## src/rtl/cp0_regs_if.sv

```systemverilog
// Pipeline-facing bundle of the CP0 register file: mfc0/mtc0 bus, exception commit,
// eret, hardware interrupt lines and the live Status/Cause/EPC/interrupt outputs.
interface cp0_regs_if #(
    parameter int HW_INT_W = 6
);
    logic [HW_INT_W-1:0] hw_int;
    logic [4:0]          rd_addr;
    logic [31:0]         rd_data;
    logic                wr_en;
    logic [4:0]          wr_addr;
    logic [31:0]         wr_data;
    logic                exc_we;
    logic [4:0]          exc_code;
    logic                exc_bd;
    logic [31:0]         exc_epc;
    logic [31:0]         exc_bva;
    logic                eret;
    logic [31:0]         epc;
    logic [31:0]         status;
    logic [31:0]         cause;
    logic [7:0]          intr_vect;

    modport master (
        output hw_int, rd_addr, wr_en, wr_addr, wr_data,
               exc_we, exc_code, exc_bd, exc_epc, exc_bva, eret,
        input  rd_data, epc, status, cause, intr_vect
    );

    modport slave (
        input  hw_int, rd_addr, wr_en, wr_addr, wr_data,
               exc_we, exc_code, exc_bd, exc_epc, exc_bva, eret,
        output rd_data, epc, status, cause, intr_vect
    );
endinterface

```

## src/rtl/cp0_regs.sv

```systemverilog
// CP0 register file: BadVAddr, Count/Compare timer, Status, Cause, EPC, with
// exception commit, eret and masked interrupt vector generation.
module cp0_regs #(
    parameter int COUNT_DIV = 2,
    parameter int HW_INT_W  = 6
) (
    input logic         clk,
    input logic         rst,
    cp0_regs_if.slave   bus
);
    localparam int DIV_W = (COUNT_DIV > 1) ? $clog2(COUNT_DIV) : 1;
    localparam logic [DIV_W-1:0] DIV_LAST = DIV_W'(COUNT_DIV - 1);

    localparam logic [4:0] A_BADVADDR = 5'd8;
    localparam logic [4:0] A_COUNT    = 5'd9;
    localparam logic [4:0] A_COMPARE  = 5'd11;
    localparam logic [4:0] A_STATUS   = 5'd12;
    localparam logic [4:0] A_CAUSE    = 5'd13;
    localparam logic [4:0] A_EPC      = 5'd14;

    logic [31:0]         badvaddr_q;
    logic [31:0]         count_q;
    logic [31:0]         compare_q;
    logic [31:0]         epc_q;
    logic [DIV_W-1:0]    div_q;
    logic [7:0]          im_q;
    logic                exl_q;
    logic                ie_q;
    logic                bd_q;
    logic                ti_q;
    logic [4:0]          code_q;
    logic [1:0]          sw_q;
    logic [HW_INT_W-1:0] hw_q;
    logic [5:0]          hw_ip;

    logic        wr_act;
    logic        wr_count;
    logic        wr_compare;
    logic        wr_status;
    logic        tick;
    logic [31:0] count_inc;
    logic [7:0]  ip;
    logic [31:0] status_val;
    logic [31:0] cause_val;

    generate
        if (HW_INT_W >= 6) begin : g_hw_trunc
            assign hw_ip = hw_q[5:0];
        end else begin : g_hw_ext
            assign hw_ip = {{(6 - HW_INT_W){1'b0}}, hw_q};
        end
    endgenerate

    // A committing exception swallows any mtc0 issued in the same cycle.
    assign wr_act     = bus.wr_en & ~bus.exc_we;
    assign wr_count   = wr_act && (bus.wr_addr == A_COUNT);
    assign wr_compare = wr_act && (bus.wr_addr == A_COMPARE);
    assign wr_status  = wr_act && (bus.wr_addr == A_STATUS);
    assign tick       = (div_q == DIV_LAST);
    assign count_inc  = count_q + 32'd1;

    always_ff @(posedge clk or posedge rst) begin
        if (rst) begin
            badvaddr_q <= '0;
            count_q    <= '0;
            compare_q  <= '0;
            epc_q      <= '0;
            div_q      <= '0;
            im_q       <= '0;
            exl_q      <= 1'b0;
            ie_q       <= 1'b0;
            bd_q       <= 1'b0;
            ti_q       <= 1'b0;
            code_q     <= '0;
            sw_q       <= '0;
            hw_q       <= '0;
        end else begin
            hw_q <= bus.hw_int;

            if (wr_count) begin
                count_q <= bus.wr_data;
                div_q   <= '0;
            end else if (tick) begin
                count_q <= count_inc;
                div_q   <= '0;
            end else begin
                div_q <= div_q + DIV_W'(1);
            end

            // Only a real increment landing on Compare raises TI; a Compare write clears it first.
            if (wr_compare) begin
                compare_q <= bus.wr_data;
                ti_q      <= 1'b0;
            end else if (tick && !wr_count && (count_inc == compare_q)) begin
                ti_q <= 1'b1;
            end

            if (wr_status) begin
                im_q <= bus.wr_data[15:8];
                ie_q <= bus.wr_data[0];
            end

            if (bus.exc_we)
                exl_q <= 1'b1;
            else if (bus.eret)
                exl_q <= 1'b0;
            else if (wr_status)
                exl_q <= bus.wr_data[1];

            if (wr_act && (bus.wr_addr == A_CAUSE))
                sw_q <= bus.wr_data[9:8];

            if (bus.exc_we) begin
                epc_q  <= bus.exc_epc;
                bd_q   <= bus.exc_bd;
                code_q <= bus.exc_code;
                if ((bus.exc_code == 5'd4) || (bus.exc_code == 5'd5))
                    badvaddr_q <= bus.exc_bva;
            end else begin
                if (wr_act && (bus.wr_addr == A_EPC))
                    epc_q <= bus.wr_data;
                if (wr_act && (bus.wr_addr == A_BADVADDR))
                    badvaddr_q <= bus.wr_data;
            end
        end
    end

    assign ip         = {hw_ip[5] | ti_q, hw_ip[4:0], sw_q};
    assign status_val = {9'd0, 1'b1, 6'd0, im_q, 6'd0, exl_q, ie_q};
    assign cause_val  = {bd_q, ti_q, 14'd0, ip, 1'b0, code_q, 2'b00};

    always_comb begin
        bus.rd_data = '0;
        case (bus.rd_addr)
            A_BADVADDR: bus.rd_data = badvaddr_q;
            A_COUNT:    bus.rd_data = count_q;
            A_COMPARE:  bus.rd_data = compare_q;
            A_STATUS:   bus.rd_data = status_val;
            A_CAUSE:    bus.rd_data = cause_val;
            A_EPC:      bus.rd_data = epc_q;
            default:    bus.rd_data = '0;
        endcase
    end

    assign bus.epc       = epc_q;
    assign bus.status    = status_val;
    assign bus.cause     = cause_val;
    assign bus.intr_vect = (ie_q && !exl_q) ? (ip & im_q) : 8'h00;
endmodule

```

## src/flat_wrapper.sv

```systemverilog
// flat-port wrapper written by rule: the top's interface ports become plain ports
module cp0_regs_flat 
#(
    parameter int COUNT_DIV = 2,
    parameter int HW_INT_W  = 6
)
  (clk, rst, bus_hw_int, bus_rd_addr, bus_wr_en, bus_wr_addr, bus_wr_data, bus_exc_we, bus_exc_code, bus_exc_bd, bus_exc_epc, bus_exc_bva, bus_eret, bus_rd_data, bus_epc, bus_status, bus_cause, bus_intr_vect);
  cp0_regs_if #(.HW_INT_W(HW_INT_W)) bus_i ();
  input logic clk;
  input logic rst;
  input wire logic [$bits(bus_i.hw_int)-1:0] bus_hw_int;
  input wire logic [$bits(bus_i.rd_addr)-1:0] bus_rd_addr;
  input wire logic [$bits(bus_i.wr_en)-1:0] bus_wr_en;
  input wire logic [$bits(bus_i.wr_addr)-1:0] bus_wr_addr;
  input wire logic [$bits(bus_i.wr_data)-1:0] bus_wr_data;
  input wire logic [$bits(bus_i.exc_we)-1:0] bus_exc_we;
  input wire logic [$bits(bus_i.exc_code)-1:0] bus_exc_code;
  input wire logic [$bits(bus_i.exc_bd)-1:0] bus_exc_bd;
  input wire logic [$bits(bus_i.exc_epc)-1:0] bus_exc_epc;
  input wire logic [$bits(bus_i.exc_bva)-1:0] bus_exc_bva;
  input wire logic [$bits(bus_i.eret)-1:0] bus_eret;
  output wire logic [$bits(bus_i.rd_data)-1:0] bus_rd_data;
  output wire logic [$bits(bus_i.epc)-1:0] bus_epc;
  output wire logic [$bits(bus_i.status)-1:0] bus_status;
  output wire logic [$bits(bus_i.cause)-1:0] bus_cause;
  output wire logic [$bits(bus_i.intr_vect)-1:0] bus_intr_vect;
  assign bus_i.hw_int = bus_hw_int;
  assign bus_i.rd_addr = bus_rd_addr;
  assign bus_i.wr_en = bus_wr_en;
  assign bus_i.wr_addr = bus_wr_addr;
  assign bus_i.wr_data = bus_wr_data;
  assign bus_i.exc_we = bus_exc_we;
  assign bus_i.exc_code = bus_exc_code;
  assign bus_i.exc_bd = bus_exc_bd;
  assign bus_i.exc_epc = bus_exc_epc;
  assign bus_i.exc_bva = bus_exc_bva;
  assign bus_i.eret = bus_eret;
  assign bus_rd_data = bus_i.rd_data;
  assign bus_epc = bus_i.epc;
  assign bus_status = bus_i.status;
  assign bus_cause = bus_i.cause;
  assign bus_intr_vect = bus_i.intr_vect;
  cp0_regs #(.COUNT_DIV(COUNT_DIV), .HW_INT_W(HW_INT_W)) u_core (.clk(clk), .rst(rst), .bus(bus_i));
endmodule
```

## config.mk

```make
export PLATFORM = sky130hd
export DESIGN_NAME = cp0_regs_flat
export DESIGN_NICKNAME = d
export VERILOG_FILES = /design/src/rtl/cp0_regs_if.sv /design/src/rtl/cp0_regs.sv /design/src/flat_wrapper.sv
export SDC_FILE = /design/constraint.sdc
export NUM_CORES = 1
export LEC_CHECK = 0
export ABC_AREA = 1
export CORE_AREA = 2 2 157 159
export DETAILED_ROUTE_END_ITERATION = 8
export DIE_AREA = 0 0 159 161
export PLACE_DENSITY = 0.68
export REMOVE_ABC_BUFFERS = 1
export SYNTH_ARGS = -nofsm -noshare
export SYNTH_HDL_FRONTEND = slang
export SYNTH_SLANG_ARGS = --single-unit
```

## constraint.sdc

```tcl
create_clock -name clk -period 12.43 [get_ports clk]
set_input_delay 2.486 -clock clk [delete_from_list [all_inputs] [get_ports clk]]
set_output_delay 2.486 -clock clk [all_outputs]
set_load 0.005 [all_outputs]
```

==> flow_metrics.env <==
export IMPL_p_comb_frac=0.294
export IMPL_r2r_cells=10
export IMPL_cts_tree="done"
export IMPL_internal_power_w=0.001164
export IMPL_initial_core_util=0.3946
export IMPL_ctsHoldBuffers=0
export IMPL_final_layout_size_suffix_gt1_frac=0.04605
export IMPL_endpoint_kind="primary output"
export IMPL_cts_htree_levels=4
export IMPL_clk_latency_ns=0.43
export IMPL_cts_resized=0
export IMPL_syn_inst=1325
export IMPL_layout_nets=1632
export IMPL_syn_cell_area_um2=9457
export IMPL_syn_to_final_growth_pct=30.34
export IMPL_switchingPower_w=0.0006351
export IMPL_cts_setup_buffers=0
export IMPL_portBuffers=219
export IMPL_vias_per_cell=5.295
export IMPL_numClockSinks=154
export IMPL_yosys_warnings=0
export IMPL_clockRootBuffer="clkbuf_16"
export IMPL_place_congestion=0.8991
export IMPL_synth_top_area_cell="dfrtp_1"
export IMPL_slew_headroom=0.1204
export IMPL_die_x_um=159
export IMPL_ys_types=38
export IMPL_status="finished, final reports clean"
export IMPL_final_antenna_net_count=0
export IMPL_wirelength_mm=32.37
export IMPL_finalSetupViolCount=0
export IMPL_whs_path_depth=2
export IMPL_dr_pass1_iters=6
export IMPL_maxCapViolCount=0
export IMPL_arrival_ns=5.79
export IMPL_holdPathEnd="u_core.compare_q[6]"
export IMPL_ys_seq_elements=154
export IMPL_synth_ff_type="dfrtp_1"
export IMPL_fmax_ghz=0.1208
export IMPL_worst_setup_path_type="in -> out"
export IMPL_dp_slack_ns=4.227
export IMPL_finalClockSkew_ns=0.009109
export IMPL_power_frac_seq=0.400
export IMPL_crit_path_max_fanout=21
export IMPL_ys_seq_area_frac=0.4075
export IMPL_core_area_um2=23960
export IMPL_ys_async_sr_fraction=1.000
export IMPL_grt_pass1_wl_mm=50.83
export IMPL_hpwlAfterDp_mm=23.01
export IMPL_diodes=0
export IMPL_wl_per_cell_um=17.55
export IMPL_grt_usage=0.2500
export IMPL_hold_path_class="reg -> reg"
export IMPL_worstHoldStart="u_core.compare_q[6]"
export IMPL_fin_crit_sh=0.6657
export IMPL_dieArea_um2=25600
export IMPL_gr_total_overflow=0
export IMPL_rsz0062_at_grt="false"
export IMPL_io_pin_count=259
export IMPL_clkPwrFrac=0.306
export IMPL_finalHoldViolCount=0
export IMPL_yosysTopAreaCellShare=0.4075
export IMPL_clkTransAtPathRegs_ns=0.06
export IMPL_drc=0
export IMPL_tns_ns=0
export IMPL_grt_pass1_vias=9284
export IMPL_required_ns=9.94
export IMPL_dr_total_vias=9764
export IMPL_drt_iter0_markers=852
export IMPL_peakVddDrop_mv=0.08240
export IMPL_avgSynthCellArea_um2=7.137
export IMPL_rows=57
export IMPL_swShare=0.3529
export IMPL_crit_start="bus_rd_addr[3]"
export IMPL_r2r_setup_slack_ns=9.80
export IMPL_cts_buffer_depth=2
export IMPL_antenna_found_initial=0
export IMPL_power_density_nw_per_um2=146.0
export IMPL_synth_edff_count=0
export IMPL_grt_max_degree=99
export IMPL_finalWorstSetupSlack_ns=4.155
export IMPL_timing_rr_start="u_core.div_q"
export IMPL_leakage_nw=5.513
export IMPL_die_y_um=161
export IMPL_period_minus_slack_ns=8.275
export IMPL_slew_viol_final=0
export IMPL_worst_pin_slew_ns=1.312
export IMPL_yosys_top_cells_area="dfrtp_1 (41%), nand2_1 (17%), nand3_1 (7.1%)"
export IMPL_start_kind="input port"
export IMPL_cts_buffers=17
export IMPL_rr_endpoint="u_core.ti_q"
kinds of logic after synthesis:
family,after synthesis,share of synthesized area
DFF,154,0.4075
and+or+nand+nor,684,0.3075
adders and majority gates,1,0.001323
other,2,0.0007942
AOI/OAI and AO/OA,218,0.1535
xor gates and xnor gates,5,0.006087
buffers and inverters,261,0.1233
state kept, by name, summed over array words and instances, names as in the netlist:
register,cells
u_core.bus.epc,32
u_core.div_q,1
u_core.exl_q,1
u_core.im_q,8
u_core.code_q,5
u_core.bd_q,1
u_core.ti_q,1
u_core.ie_q,1
u_core.compare_q,32
u_core.badvaddr_q,32
u_core.count_q,32
u_core.sw_q,2
u_core.hw_ip,6
how the worst max path moves through the flow:
stage	endpoint	slack, ns
global route	bus_rd_data[22]	3.92
finish	bus_rd_data[22]	4.15
global placement	bus_rd_data[22]	4.27
CTS	bus_rd_data[22]	4.22
floorplan	bus_rd_data[15]	5.22
detailed placement	bus_rd_data[22]	4.23
placed cells by master (no fill, tap or decap), drive strengths merged, types with 12 or more instances in the layout:
master and n:
nand3 135, nor2 96, o21ai 99, inv 157
a221oi 12, clkdlybuf4s50 218, o221ai 53, dfrtp 154
buf 12, nand2 430, conb 39, clkbuf 19
a22oi 18
stage by stage:
| step | hold WS (ns) | utilization | power [W] | instance area (um2) | std cells |
|---|---|---|---|---|---|
| CTS | 0.4979 | 0.5144 | 0.001801 | 12330 | 1844 |
| detailed placement | 0.4832 | 0.4890 | 0.001247 | 11720 | 1813 |
| floorplan | 0.4530 | - | 0.001021 | 9022 | 1259 |
| global placement | 0.4677 | 0.4890 | 0.001236 | 11720 | 1813 |
| finish | 0.4976 | 0.5144 | 0.001800 | 12330 | 1844 |
| global route | 0.5366 | 0.5144 | 0.001911 | 12330 | 1844 |
cells in the mapped netlist (7+ instances only):
master,instances
nand2_1,424
dfrtp_1,154
inv_1,154
nand3_1,134
o21ai_0,99
nor2_1,85
o221ai_1,53
buf_4,48
clkbuf_1,45
a22oi_1,18
a221oi_1,12
nand3b_1,11
o22ai_1,11
nor2_4,9
a31oi_1,8
a21oi_1,7
o211ai_1,7
power by group through the flow:
stage,combinational (W),clock (W),sequential [W]
detailed placement,0.000525,0,0.000722
finish,0.000529,0.000551,0.000719
global route,0.000600,0.000579,0.000732
CTS,0.000528,0.000557,0.000715
global placement,0.000515,0,0.000721
floorplan,0.000331,0,0.000690
final cells by class:
| class | count | area, um2 |
|---|---|---|
| Sequential cell | 154 | 3854 |
| Clock inverter | 12 | 175.2 |
| Clock buffer | 19 | 432.9 |
| Tap cell | 324 | 405.4 |
| Inverter | 158 | 598.1 |
| Fill cell | 2381 | 11640 |
| Timing Repair Buffer | 230 | 2272 |
| Multi-Input combinational cell | 947 | 4588 |
worst max-delay path, stage by stage:
cell and delay (ns):
clkdlybuf4s50_1 0.48, inv_1 0.04, nor2_1 0.11, nand4_1 0.65, inv_1 1.12, a221oi_1 0.19
o211ai_1 0.15, clkdlybuf4s50_1 0.57
routing by layer:
layer	wire, um	global-route usage	part of all wire
met2	14930	0.4038	0.46
met4	558	0.07273	0.017
met3	2315	0.05316	0.072
met5	0	0	0
met1	14570	0.3402	0.45
Power figures use the tool's default switching activity.
